**src/rtl/seq_divider_if.sv**
```systemverilog
// Start/done handshake bundle for seq_divider: operands in, held results out.
interface seq_divider_if #(
  parameter int W = 4
);
  logic         start;
  logic [W-1:0] dividend;
  logic [W-1:0] divisor;
  logic         busy;
  logic         done;
  logic [W-1:0] quotient;
  logic [W-1:0] remainder;
  logic         div_by_zero;

  modport master (
    output start, dividend, divisor,
    input  busy, done, quotient, remainder, div_by_zero
  );

  modport slave (
    input  start, dividend, divisor,
    output busy, done, quotient, remainder, div_by_zero
  );
endinterface

```
**src/rtl/seq_divider.sv**
```systemverilog
// Iterative restoring divider, one quotient bit per clock, start/done handshake.
// Define SIGNED_DIV_EN for two's-complement operands (truncating toward zero).
module seq_divider #(
  parameter int W = 4
) (
  input logic           clk,
  input logic           rst_n,
  seq_divider_if.slave  bus
);
  localparam int CW = $clog2(W + 1);

  typedef enum logic [1:0] {IDLE, CALC, DONE} state_t;

  state_t       state;
  logic [W:0]   r_q;
  logic [W-1:0] q_q;
  logic [W-1:0] d_q;
  logic [CW-1:0] cnt;
  logic         busy_q;
  logic         done_q;
  logic         dz_q;
  logic [W-1:0] quo_q;
  logic [W-1:0] rem_q;

  logic [W+1:0] r_sh;
  logic [W+1:0] trial;
  logic [W:0]   r_nxt;
  logic [W-1:0] q_nxt;
  logic [W-1:0] quo_fin;
  logic [W-1:0] rem_fin;
  logic [W-1:0] dz_rem;
  logic [W-1:0] dvd_ld;
  logic [W-1:0] dvs_ld;

`ifdef SIGNED_DIV_EN
  logic neg_q;
  logic neg_r;
  logic signed [W-1:0] dvd_s;
  logic signed [W-1:0] dvs_s;

  function automatic logic [W-1:0] sign_fix(input logic [W-1:0] mag, input logic neg);
    return neg ? (~mag + 1'b1) : mag;
  endfunction

  // Most-negative operand maps to itself, which is the correct unsigned magnitude.
  function automatic logic [W-1:0] magnitude(input logic signed [W-1:0] v);
    return (v < 0) ? (~v + 1'b1) : v;
  endfunction
`endif

  always_comb begin
    r_sh  = {r_q, q_q[W-1]};
    trial = r_sh - {2'b00, d_q};
    if (trial[W+1]) begin
      r_nxt = r_sh[W:0];
      q_nxt = {q_q[W-2:0], 1'b0};
    end else begin
      r_nxt = trial[W:0];
      q_nxt = {q_q[W-2:0], 1'b1};
    end
`ifdef SIGNED_DIV_EN
    dvd_s   = bus.dividend;
    dvs_s   = bus.divisor;
    dvd_ld  = magnitude(dvd_s);
    dvs_ld  = magnitude(dvs_s);
    quo_fin = sign_fix(q_nxt, neg_q);
    rem_fin = sign_fix(r_nxt[W-1:0], neg_r);
    // Q still holds |dividend| on the zero-divisor path; restore its sign.
    dz_rem  = sign_fix(q_q, neg_r);
`else
    dvd_ld  = bus.dividend;
    dvs_ld  = bus.divisor;
    quo_fin = q_nxt;
    rem_fin = r_nxt[W-1:0];
    dz_rem  = q_q;
`endif
  end

  always_ff @(posedge clk or negedge rst_n) begin
    if (!rst_n) begin
      state  <= IDLE;
      r_q    <= '0;
      q_q    <= '0;
      d_q    <= '0;
      cnt    <= '0;
      busy_q <= 1'b0;
      done_q <= 1'b0;
      dz_q   <= 1'b0;
      quo_q  <= '0;
      rem_q  <= '0;
`ifdef SIGNED_DIV_EN
      neg_q  <= 1'b0;
      neg_r  <= 1'b0;
`endif
    end else begin
      case (state)
        IDLE: begin
          if (bus.start) begin
            r_q    <= '0;
            q_q    <= dvd_ld;
            d_q    <= dvs_ld;
            cnt    <= CW'(W);
            busy_q <= 1'b1;
`ifdef SIGNED_DIV_EN
            neg_q  <= bus.dividend[W-1] ^ bus.divisor[W-1];
            neg_r  <= bus.dividend[W-1];
`endif
            state  <= (bus.divisor == '0) ? DONE : CALC;
          end
        end
        CALC: begin
          r_q <= r_nxt;
          q_q <= q_nxt;
          cnt <= cnt - 1'b1;
          if (cnt == CW'(1)) begin
            quo_q  <= quo_fin;
            rem_q  <= rem_fin;
            dz_q   <= 1'b0;
            done_q <= 1'b1;
            state  <= DONE;
          end
        end
        DONE: begin
          // Entering DONE with done low means the zero-divisor shortcut.
          if (!done_q) begin
            quo_q  <= '1;
            rem_q  <= dz_rem;
            dz_q   <= 1'b1;
            done_q <= 1'b1;
          end else begin
            done_q <= 1'b0;
            busy_q <= 1'b0;
            state  <= IDLE;
          end
        end
        default: state <= IDLE;
      endcase
    end
  end

  assign bus.busy        = busy_q;
  assign bus.done        = done_q;
  assign bus.quotient    = quo_q;
  assign bus.remainder   = rem_q;
  assign bus.div_by_zero = dz_q;
endmodule
```
**src/flat_wrapper.sv**
```systemverilog
// flat-port wrapper written by rule: the top's interface ports become plain ports
module seq_divider_flat 
#(
  parameter int W = 4
)
  (clk, rst_n, bus_start, bus_dividend, bus_divisor, bus_busy, bus_done, bus_quotient, bus_remainder, bus_div_by_zero);
  seq_divider_if #(.W(W)) bus_i ();
  input logic clk;
  input logic rst_n;
  input wire logic [$bits(bus_i.start)-1:0] bus_start;
  input wire logic [$bits(bus_i.dividend)-1:0] bus_dividend;
  input wire logic [$bits(bus_i.divisor)-1:0] bus_divisor;
  output wire logic [$bits(bus_i.busy)-1:0] bus_busy;
  output wire logic [$bits(bus_i.done)-1:0] bus_done;
  output wire logic [$bits(bus_i.quotient)-1:0] bus_quotient;
  output wire logic [$bits(bus_i.remainder)-1:0] bus_remainder;
  output wire logic [$bits(bus_i.div_by_zero)-1:0] bus_div_by_zero;
  assign bus_i.start = bus_start;
  assign bus_i.dividend = bus_dividend;
  assign bus_i.divisor = bus_divisor;
  assign bus_busy = bus_i.busy;
  assign bus_done = bus_i.done;
  assign bus_quotient = bus_i.quotient;
  assign bus_remainder = bus_i.remainder;
  assign bus_div_by_zero = bus_i.div_by_zero;
  seq_divider #(.W(W)) u_core (.clk(clk), .rst_n(rst_n), .bus(bus_i));
endmodule
```
**config.mk**
```make
export PLATFORM = sky130hd
export DESIGN_NAME = seq_divider_flat
export DESIGN_NICKNAME = d
export VERILOG_FILES = /design/src/rtl/seq_divider_if.sv /design/src/rtl/seq_divider.sv /design/src/flat_wrapper.sv
export SDC_FILE = /design/constraint.sdc
export NUM_CORES = 1
export LEC_CHECK = 0
export CAP_MARGIN = 5
export CORE_MARGIN = 3
export CORE_UTILIZATION = 40
export DETAILED_ROUTE_END_ITERATION = 8
export MAX_ROUTING_LAYER = met4
export PLACE_DENSITY = 0.67
export REMOVE_ABC_BUFFERS = 1
export SYNTH_ARGS = -nofsm -noshare
export SYNTH_HDL_FRONTEND = slang
export SYNTH_SLANG_ARGS = --single-unit
export TNS_END_PERCENT = 50
```
**constraint.sdc**
```tcl
create_clock -name clk -period 2 [get_ports clk]
set_clock_uncertainty 0.1 [all_clocks]
set_input_delay 0.6 -clock clk [delete_from_list [all_inputs] [get_ports clk]]
set_output_delay 0.6 -clock clk [all_outputs]
set_load 0.1 [all_outputs]
```
# Yosys cells after proc, flatten, opt, wreduce, memory -nomap -nowiden
# Cells that the tools add are included.
# word_totals
n_memories	0
out_inout_bits	11
wordCells	58
register_bits	29
latchBits	0
mem_bits_rw	0
romBits	0
# classes
add_sub_neg	2
eq_ne	7
div	0
reduce_logical	11
muxes	28
multipliers	0
bitwise_logic	0
shifts	0
n_lt_le_gt_ge	0
# ops
operator	n
$pmux 4 s2	3
$mux 4	5
$mux 5	2
$pmux 5 s2	1
$reduce_and 3->1	3
$mux 2	4
$mux 1	7
$pmux 1 s2	3
$pmux 2 s3	1
$pmux 3 s2	1
$reduce_and 2->1	3
$reduce_bool 2->1	3
$sub 6x4->6	1
$logic_not 4->1	1
$ne 2x1->1 const B	2
$ne 2x2->1 const B	2
$eq 3x1->1 const B	1
$mux 3	1
$sub 3x1->3 const B	1
$eq 2x1->1 const B	1
$eq 2x2->1 const B	1
$logic_not 2->1	1

# Logic depth before layout (Yosys ltp)
# Gate-level depths: netlist (run 1).
# depth
word_depth	4
mapped_depth	8
mapped_depth_nobuf	8

# Worst setup path before layout (run 1)
# OpenSTA, ideal clock, no wires.
# synth_path
path_kind	register to register
from	register u_core.r_q[2]
to	register u_core.rem_q[0], in the netlist u_core.bus.remainder[0]
synth_period_minus_slack_ns	1.971
stages_incl_launch_ff	6
slack_ns	0.029
required_ns	1.809
t_arrival_ns	1.781
cell_sequence	dfrtp_1 -> ha_1 -> or3_4 -> o2111ai_4 -> mux2_2 -> o221ai_1
# synth_between
elab_chain_len	4
# synth_rtl
element	line	rtl
start: declaration	seq_divider.sv:15	logic [W:0] r_q;
start signal: assignment	seq_divider.sv:112	r_q <= r_nxt;
$sub 6x4->6	seq_divider.sv:53	trial = r_sh - {2'b00, d_q};
$mux 5	seq_divider.sv:54	if (trial[W+1]) begin
$mux 4	seq_divider.sv:115	if (cnt == CW'(1)) begin
$pmux 4 s2	seq_divider.sv:96	case (state)
end signal: assignment	seq_divider.sv:117	rem_q <= rem_fin;
end signal: assignment	seq_divider.sv:127	rem_q <= dz_rem;
end: declaration	seq_divider.sv:23	logic [W-1:0] rem_q;
# No other way between the ends. The select of a mux whose other input is x is not followed.
# A chain may end at the register's enable or synchronous reset.

# Worst setup path after layout (run 1)
# layout_path
from	register u_core.r_q[2]
to	register u_core.r_q[4]
# layout_between
elab_chain_len	3
# layout_rtl
element	line
$sub 6x4->6	seq_divider.sv:53
$mux 5	seq_divider.sv:54
$pmux 5 s2	seq_divider.sv:96
# No other way between the ends.

==> parameters.txt, run 1 <==
Parameter                              Value

Logic synthesis
  Combined area of all synthesized cells ... 1520 sq um
  Yosys warning count ... 0
  Main synth FF type ... sky130_fd_sc_hd__dfrtp_1
  Fraction of synthesis flops using an asynchronous set or reset pin ... 100%
  Distinct cell type count of the synthesized netlist ... 37
  Number of synthesized flops with an enable pin ... 0
  Synth Area per Inst ... between 9 and 10 sq um
  Share of the synthesized area in the top cell type ... between 40% and 50%
  Register bit count reported by yosys ... 29
  Syn Inst Count ... 154
  Cell type contributing the most total cell area after synthesis ... sky130_fd_sc_hd__dfrtp_1
  Sequential-to-total area share from yosys stat ... 47.8%
  Synth top area cells ... sky130_fd_sc_hd__dfrtp_1 48%, sky130_fd_sc_hd__ha_1 4.9%, sky130_fd_sc_hd__nand2_1 4.9%

Die
  Top Ports ... 22
  Initial core utilization ... 43.5%
  Core Area ... between 3000 and 4000 sq um
  Horiz. Die Dim ... 67.6 um
  Area of the die ... 4570 sq um
  Placement row count ... 21
  Vertical die dimension ... between 60 and 70 um

Placement
  RD Place Congestion ... around 0.84
  Half-perimeter wire length after placement ... 2650 um
  Port buffer count ... 21
  DP Worst Slack ... -0.194 ns

Clock network
  CTS tree ... built
  Number of H-tree levels ... 2
  CTS max path bufs ... 2
  Clk Tree Root Cell ... sky130_fd_sc_hd__clkbuf_8
  Clock Latency Late Sink ... 0.28 ns
  TritonCTS sink count ... 29
  Number of CTS-inserted buffers ... 5
  Reg clk slew, reported paths ... about 0.070 ns

Routing
  Remaining design rule violation count ... 0
  Detailed Route WL ... 3690 um
  TritonRoute pass-1 iters ... 4
  Vias per cell ... ~5.2
  Total number of vias ... 1,300
  Final routed wire length divided by cell count ... 14.7 um
  ANT nets after route ... 0
  Violation count after the first detailed-routing iteration ... 128

Timing
  Max_slew headroom ... 61.5%
  Setup-violating endpoint count in the final report ... 0
  Setup repair after global routing missed its margin ... yes
  Achievable frequency ... just over 0.5 GHz
  Crit share post-route ... 99.4%
  Time the final worst path needs with I/O delays and setup ... 1.99 ns
  Count of final max-slew check failures ... 0
  Worst Tran Pin Value ... 0.577 ns
  Final Worst Setup Slack ... 0.0116 ns
  Hold Vio Cnt, Final ... 0

GRT
  Number of global-route vias before repair ... ~1,300
  First-pass GRT wire length ... between 6000 and 7000 um
  Number of antenna violations at the first check in global routing ... 0
  Largest net degree at the start of global routing ... 30
  Congestion Overflow GR ... 0
  Overall global routing resource usage ... 18.8%

Setup path
  Worst setup path class ... reg2reg
  Data arrival time of the critical path ... 2.05 ns
  R2R Setup Slk ... 0.01 ns
  Critical path peak fanout ... 5
  Data required time at the worst endpoint ... between 2 and 2.5 ns
  Worst setup EP type ... flip-flop
  Kind of launch point of the worst setup path ... flip-flop

Finish
  Number of filler instances in the final layout ... between 200 and 300
  Synthesis-to-layout area growth ... 49.4%
  Number of diodes ... 0
  Area of the multi-input gates ... 840 sq um
  Share of post-route cells with drive strength above 1 ... 35.3%
  Final layout net count ... ~220
  Sequential cell area ... 726 sq um

Worst hold path
  Hold WC Path Type ... reg2reg

Job
  Max capacitance violation total ... 0

Outcome
  Status ... completed
[timing repair]
item                                    4_1_cts  5_1_grt
gates resized for setup                      19        6
hold buffers                                  0        0
pin swaps                                     6        3
buffers inserted                              3        1
endpoints found under the setup margin        6       11
[per-layer routing]
metal	part of all wire, %	track usage, %	vias up
met2	48	28.6	31
met1	46	24.0	622
met3	4.3	4.99	9
li1	-	-	638
met5	0	-	-
met4	1.7	7.09	0
[registers in the layout, indices dropped and copies added (netlist names), 2 cells and up]
| register | cells |
|---|---|
| u_core.bus.quotient | 4 |
| u_core.bus.remainder | 4 |
| u_core.cnt | 3 |
| u_core.d_q | 4 |
| u_core.dz_rem | 4 |
| u_core.r_q | 5 |
| u_core.state | 2 |
[cell usage after synthesis, drive strengths merged (3+ instances only)]
master,count
o22ai,6
o21ai,14
a21oi,6
nand2b,5
inv,11
a21o,3
mux2i,4
clkbuf,3
dfrtp,29
nor2,10
nand3,3
nor2b,6
o22a,3
ha,6
nand2,20
[kinds of logic (layout without fill, tap and decap cells)]
| group | after synthesis | count (layout) | synth area share, % |
|---|---|---|---|
| simple gates | 53 | 53 | 17.4 |
| compound gates | 42 | 42 | 19.8 |
| flops | 29 | 29 | 47.8 |
| buf+inv | 16 | 66 | 4.12 |
| fa+ha+maj | 7 | 7 | 6.26 |
| mux | 6 | 6 | 4.12 |
| xor+xnor | 1 | 1 | 0.577 |
[worst paths after layout]
check,endpoint,cells past startpoint,start
worst max-delay path,u_core.r_q[4]$_DFFE_PN0P_,6,u_core.r_q[2]$_DFFE_PN0P_
worst min-delay path,u_core.cnt[1]$_DFFE_PN0P_,2,u_core.cnt[1]$_DFFE_PN0P_
worst max register to register,u_core.r_q[4]$_DFFE_PN0P_,6,u_core.r_q[2]$_DFFE_PN0P_
worst min register to register,u_core.cnt[1]$_DFFE_PN0P_,2,u_core.cnt[1]$_DFFE_PN0P_
max in group asynchronous,u_core.d_q[0]$_DFFE_PN0P_,2,rst_n
min in group asynchronous,u_core.r_q[3]$_DFFE_PN0P_,2,rst_n
[critical path, cell delays in order (launching register included)]
cell and delay (ns):
sky130_fd_sc_hd__dfrtp_1 0.41, sky130_fd_sc_hd__ha_4 0.17, sky130_fd_sc_hd__or3_4 0.34, sky130_fd_sc_hd__o2111ai_4 0.31
sky130_fd_sc_hd__buf_6 0.14, sky130_fd_sc_hd__nor4b_1 0.03, sky130_fd_sc_hd__or3_1 0.36
[per-stage QoR]
step | area (sq um) | util [%] | setup TNS (ns) | instances | hold slack [ns]
2_1_floorplan | 1500 | - | -1.09 | 149 | 0.204
3_3_place_gp | 2040 | 58.4 | -1.06 | 238 | 0.414
3_5_place_dp | 2040 | 58.4 | -1.64 | 238 | 0.417
4_1_cts | 2240 | 64.0 | -0.00956 | 249 | 0.425
5_1_grt | 2270 | 64.9 | -0.109 | 250 | 0.467
6_report | 2270 | 64.9 | 0 | 250 | 0.424
[layout by cell type (no fill, tap or decap), types with 2 or more instances in the layout]
cell / n
sky130_fd_sc_hd__dfrtp_1: 29
sky130_fd_sc_hd__buf_4: 25
sky130_fd_sc_hd__nand2_1: 20
sky130_fd_sc_hd__o21ai_0: 12
sky130_fd_sc_hd__buf_12: 11
sky130_fd_sc_hd__clkdlybuf4s50_1: 10
sky130_fd_sc_hd__nor2_1: 8
sky130_fd_sc_hd__inv_1: 7
sky130_fd_sc_hd__o22ai_1: 5
sky130_fd_sc_hd__a21oi_1: 5
sky130_fd_sc_hd__clkbuf_8: 5
sky130_fd_sc_hd__inv_2: 4
sky130_fd_sc_hd__nor2b_1: 4
sky130_fd_sc_hd__nand2b_1: 4
sky130_fd_sc_hd__mux2i_1: 4
sky130_fd_sc_hd__ha_4: 4
sky130_fd_sc_hd__o22a_1: 3
sky130_fd_sc_hd__nand3_1: 3
sky130_fd_sc_hd__nor2b_2: 2
sky130_fd_sc_hd__a22oi_1: 2
sky130_fd_sc_hd__a21o_1: 2
sky130_fd_sc_hd__nand4_1: 2
sky130_fd_sc_hd__ha_1: 2
sky130_fd_sc_hd__clkinv_2: 2
[final cells by class]
cell class	count	area share [%]
Clock buffer	5	3.03
Timing Repair Buffer	47	22.9
Tap cell	46	2.54
Inverter	11	1.82
Clock inverter	3	0.772
Sequential cell	29	32.0
Multi-Input combinational cell	109	37.0
Power of run 1 is left out: the tool's default activity adds up to more than one toggle a clock period on the data nets, which glitch-free logic cannot reach.
==> run 2, diff against run 1 <==
SLEW_MARGIN = 20   (was unset)
==> results of run 2 <==
Same layout as run 1: the final DEF is identical, and so are final timing and power.
Power of run 2 is left out for the same reason.
==> run 3, diff against run 2 <==
DONT_BUFFER_PORTS = 1   (was unset)
PLACE_DENSITY = 0.59   (was 0.67)
==> parameters.txt, run 3 (synthesis results as in run 1) <==
Parameter                              Value

Outcome
  Status ... completed

Clock network
  TritonCTS sink count ... 29 (unchanged)
  Number of H-tree levels ... 2 (unchanged)
  Reg clk slew, reported paths ... 0.06 ns (about the same)
  Number of CTS-inserted buffers ... 5 (unchanged)
  CTS max path bufs ... 2 (unchanged)
  Clk Tree Root Cell ... sky130_fd_sc_hd__clkbuf_8
  CTS tree ... built
  Clock Latency Late Sink ... 0.28 ns (about the same)

Setup path
  Worst reg2reg startpoint ... u_core.d_q[0]$_DFFE_PN0P_
  Reg2Reg Depth ... 6 (unchanged)
  Highest cell delay on the worst timing path ... 0.44 ns (+0.03 ns)
  Worst setup path class ... reg2reg
  Reg-to-reg critical path endpoint ... u_core.r_q[0]$_DFFE_PN0P_
  Data arrival time of the critical path ... 2.07 ns (+0.02 ns)
  Critical path buffers and inverters ... 0 (-1)
  Cell with the biggest individual delay on the critical path ... sky130_fd_sc_hd__dfrtp_1
  R2R Setup Slk ... 0.03 ns (+0.02 ns)
  Kind of launch point of the worst setup path ... flip-flop
  Data required time at the worst endpoint ... 2.10 ns (+0.03 ns)
  Kind of cell with the highest combined delay on the critical path ... compound AO/OA/AOI/OAI gates
  Worst setup EP type ... flip-flop
  Crit path cell chain ... ha_4 > nand2b_4 > a211oi_4 > o2111ai_4 > mux2_4 > o22ai_2
  Critical path peak fanout ... 6 (+1)

Finish
  Final layout net count ... 208 (-5.9%)
  Final standard cell count with taps included and fillers excluded ... 237 (-5.2%)
  Number of diodes ... 0 (unchanged)
  Area of the multi-input gates ... 840 sq um (unchanged)
  Leading cell types in the layout, fill and taps excluded ... 32 x sky130_fd_sc_hd__buf_4, 29 x sky130_fd_sc_hd__dfrtp_1, 20 x sky130_fd_sc_hd__nand2_1, 13 x sky130_fd_sc_hd__o21ai_0, 8 x sky130_fd_sc_hd__nor2_1
  Number of filler instances in the final layout ... 316 (+19%)
  Number of flip-flops under the largest register name ... 5 (unchanged)
  Most common library cell in the layout ignoring fill and taps ... sky130_fd_sc_hd__buf_4
  Synthesis-to-layout area growth ... 33.4%
  Final design instance area without fill ... 2030 sq um (-11%)
  Register with the most flip-flops ... u_core.r_q
  Final Util ... 58.0% (-6.9 points)
  Share of post-route cells with drive strength above 1 ... 35.6% (+0.31 points)
  Sequential cell area ... 726 sq um (unchanged)

Placement
  Port buffer count ... 0 (-100%)
  Cell count after placement ... 225 (-5.5%)
  RD Place Congestion ... 0.897 (+6.6%)
  Dpl cell area ... 1790 sq um (-12%)
  Half-perimeter wire length after placement ... 2770 um (+4.4%)

Routing
  TritonRoute pass-1 iters ... 4 (unchanged)
  Total number of vias ... 1,298 (-0.15%)
  Vias per cell ... 5.48 (+5.3%)
  Final routed wire length divided by cell count ... 16.2 um (+9.8%)
  Violation count after the first detailed-routing iteration ... 64 (-50%)
  Remaining design rule violation count ... 0 (unchanged)
  Detailed Route WL ... 3840 um (+4.1%)
  ANT nets after route ... 0 (unchanged)

Timing
  Worst Tran Pin Value ... 0.443 ns (-0.133 ns)
  Setup-violating endpoint count in the final report ... 0 (unchanged)
  Fin Hold WS ... 0.0368 ns (-0.387 ns)
  Setup repair after global routing missed its margin ... yes
  Achievable frequency ... 0.508 GHz (+0.97%)
  Hold Vio Cnt, Final ... 0 (unchanged)
  Time the final worst path needs with I/O delays and setup ... 1.97 ns (-0.0191 ns)
  Max_slew headroom ... 70.2% (+8.6 points)
  Crit share post-route ... 98.5% (-0.96 points)
  Count of final max-slew check failures ... 0 (unchanged)

Die
  Horiz. Die Dim ... 67.6 um (unchanged)
  Initial core utilization ... 43.5% (unchanged)
  Placement row count ... 21 (unchanged)
  Vertical die dimension ... 67.6 um (unchanged)
  Area of the die ... 4570 sq um (unchanged)
  Top Ports ... 22 (unchanged)
  Core Area ... 3490 sq um (unchanged)

GRT
  Congestion Overflow GR ... 0 (unchanged)
  Overall global routing resource usage ... 19.5% (+0.71 points)
  Largest net degree at the start of global routing ... 30 (unchanged)
  Number of antenna violations at the first check in global routing ... 0 (unchanged)
  First-pass GRT wire length ... 6160 um (+0.33%)
  Number of global-route vias before repair ... 1,286 (-2.7%)

Job
  Max capacitance violation total ... 0 (unchanged)

Worst hold path
  Hold WC Path Type ... in2async
-- run 3: worst max-delay path by stage --
stage,from,to,slack [ns],cells past startpoint
detailed placement,u_core.dz_rem[3]$_DFFE_PN0P_,u_core.r_q[4]$_DFFE_PN0P_,-0.11,8
floorplan,bus_start,u_core.r_q[4]$_DFFE_PN0P_,-0.29,4
global route,u_core.d_q[1]$_DFFE_PN0P_,u_core.r_q[0]$_DFFE_PN0P_,-0.05,7
CTS,u_core.d_q[0]$_DFFE_PN0P_,u_core.r_q[0]$_DFFE_PN0P_,-0.006,6
finish,u_core.d_q[0]$_DFFE_PN0P_,u_core.r_q[0]$_DFFE_PN0P_,0.03,6
global placement,u_core.dz_rem[3]$_DFFE_PN0P_,u_core.r_q[4]$_DFFE_PN0P_,-0.08,8
-- run 3: timing repair --
action	in CTS	in global routing
cloned	0	0
endpoints found under the setup margin	6	8
endpoints found under the hold margin	29	0
pin swaps	5	7
resized for setup	13	11
buffers inserted	1	2
hold buffers	1	0
-- run 3: layout make-up --
type | count | share of cell area (%)
Clock buffer | 6 | 3.58
Timing Repair Buffer | 34 | 13.8
Clock inverter | 2 | 0.494
Multi-Input combinational cell | 109 | 41.4
Sequential cell | 29 | 35.8
Inverter | 11 | 2.04
Tap cell | 46 | 2.84
-- run 3: metal layers --
metal	GRT usage (%)	routed length (um)	vias to the layer above	part of all wire [%]
li1	-	-	622	-
met1	24.5	1700	629	44
met2	29.3	1860	40	49
met3	5.32	228	7	5.9
met4	8.86	44	0	1.1
met5	-	0	-	0
-- run 3: per-stage QoR --
step	TNS, ns	setup slack [ns]
after floorplan	-1.09	-0.288
after global placement	-0.0983	-0.0753
after detailed placement	-0.205	-0.106
after CTS	-0.0172	-0.00623
after global routing	-0.150	-0.0470
final	0	0.0307
Power of run 3 is left out for the same reason.
==> RTL change, RTL diff (settings of run 3) <==
The option `SIGNED_DIV_EN` is turned on by a define.
--- a/src/rtl/seq_divider.sv
+++ b/src/rtl/seq_divider.sv
@@ -1,5 +1,7 @@
 // Iterative restoring divider, one quotient bit per clock, start/done handshake.
 // Define SIGNED_DIV_EN for two's-complement operands (truncating toward zero).
+`define SIGNED_DIV_EN
+
 module seq_divider #(
   parameter int W = 4
 ) (
Behaviour: not the same (a bounded check fails within 10 cycles, from zero or initial values and one cycle with rst_n low).
==> RTL change against run 3 <==
The flow now finishes with violations (setup timing). First-iteration DRC count rose by 16%. Cell count increased by 44%. Global-route usage is 1.2 points lower. Fmax fell by 15%. Worst setup slack worse by 340 ps. Sequential cell count increased by 2. Synthesized area increased by 29%. Routed wire length increased by 32%. Design area is 36% higher. Critical path depth increased by 2. Non-clock buffer count increased by 25. Largest cell class unchanged.
Power is left out: the tool's default activity adds up to more than one toggle a clock period on the data nets, which glitch-free logic cannot reach.
==> RTL change: results (changes against run 3) <==
Async S/R FF share, synth -> 1.000 (unchanged)
Reg clk slew, reported paths -> 70 ps
Placed insts -> 318 (+41%)
DP Worst Slack -> -487.4 ps (-381.4 ps)
Layout Cells excl Fill -> 341 (+44%)
MaxCap Viol Count -> 0 (unchanged)
Warning count from the yosys run -> 0 (unchanged)
Relative slew slack -> 0.7354 (+0.03376)
CTS root buf -> clkbuf_8
Final setup viols -> 11 (+11)
Vias in the first global route -> 1742 (+35%)
Post-synthesis sequential area ratio -> 0.3957 (-0.08210)
Commonest cells in the synthesized netlist -> dfrtp_1, nand2_1, inv_1, o21ai_0
Crit-path max FO -> 4 (-2)
First-pass iteration count of the detailed router -> 4 (unchanged)
Number of fill cells -> 399 (+26%)
CTS Buf Count -> 5 (unchanged)
First-pass GRT wire length -> 8314 microns (+35%)
H-tree depth -> 2 (unchanged)
Vias -> 1770 (+36%)
Pin count of the biggest net entering global routing -> 32 (+6.7%)
Hold Vio Cnt, Final -> 0 (unchanged)
Post-synthesis xor/xnor area fraction -> 0.04467 (+0.03891)
Skew-Pair Late Insertion Delay -> 280 ps (about the same)
HPWL after DPL -> 3528 microns (+27%)
Routed len/inst -> 14.80 microns (-8.6%)
Max FFs per register -> 5 (unchanged)
Clk buf depth -> 2 (unchanged)
Initial DRC count -> 74 (+16%)
Compound-gate portion of the synthesized area -> 0.1946 (-0.003054)
Area share of fa/ha/maj cells after synthesis -> 0.09317 (+0.03057)
I/O Buffers -> 0 (unchanged)
# nets final -> 300 (+44%)
RePlAce Congestion -> 0.8529 (-4.9%)
Largest Register -> u_core.r_q
Initial antenna violation count -> 0 (unchanged)
Setup ws final -> -307.0 ps (-337.7 ps)
Tot GR Track Use -> 0.1836 (-0.01176)
# diodes -> 0 (unchanged)
Hold Crit Class -> in -> async
Multiplexer share of the synthesized area -> 0.06509 (+0.02391)
Failing checks -> setup timing
Yosys cell types -> 46 (+24%)
Outcome -> finished with violations
Most area-consuming cells after synthesis -> dfrtp_1, ha_1, nand2_1
Dominant synthesized flop cell -> dfrtp_1
Layout cells sized above 1 -> 0.3514 (-0.004572)
Synthesized instance count -> 214 (+39%)
Area after DPL -> 2350 sq um (+31%)
-- RTL change: worst paths after layout --
check | endpoint | slack (ps) | cells after the start | startpoint
max in group asynchronous | u_core.bus.quotient[1] | 1590 | 1 | rst_n
worst max-delay path | u_core.bus.remainder[1] | -310 | 8 | u_core.r_q[1]
min in group clk | u_core.neg_r | 360 | 1 | bus_dividend[3]
worst min-delay path | u_core.r_q[0] | 40 | 1 | rst_n
worst max register to register | u_core.bus.remainder[1] | -310 | 8 | u_core.r_q[1]
worst min register to register | u_core.bus.remainder[2] | 400 | 2 | u_core.bus.remainder[2]
-- RTL change: layout make-up --
cell class,count,area share
clock buffer,6,0.02992
clock inverter,2,0.01269
inverter,21,0.03128
multi-input combinational,157,0.4438
sequential,31,0.2811
tap,65,0.02947
timing repair buffer,59,0.1718
-- RTL change: per-stage QoR --
stage                     setup TNS (ps)    util  hold WS [ps]
after floorplan                    -3480       -         204.4
after detailed placement           -3400  0.5182         205.4
final                              -1990  0.6087         36.96
after CTS                          -2350  0.5809         41.83
after global routing               -2931  0.6087         38.07
after global placement             -3128  0.5182         205.4
-- RTL change: kinds of logic after synthesis --
logic type | count (synthesis)
xor+xnor | 10
fa+ha+maj | 14
flops | 31
simple gates | 62
buf+inv | 26
compound gates | 59
mux | 12
-- RTL change: critical path, cell delays in order, from the launching register on --
cell and delay (ps):
dfrtp_1 420, ha_4 260, a21o_1 190, o21a_1 220
o211a_4 270, buf_4 140, mux2i_2 180, xnor2_1 110
a221o_1 290
-- RTL change: metal layers --
metal,vias up,global-route usage,share of wire
met3,8,0.04728,0.042
li1,870,-,-
met5,-,-,0
met1,859,0.2404,0.48
met4,0,0.05435,0.012
met2,33,0.2819,0.47
-- RTL change: what timing repair did --
action                                  4_1_cts  5_1_grt
setup buffers                                10        6
endpoints found under the hold margin        31        0
endpoints found under the setup margin       12       14
pin swaps                                    19       16
resized for setup                            20       21
hold buffers                                  1        0
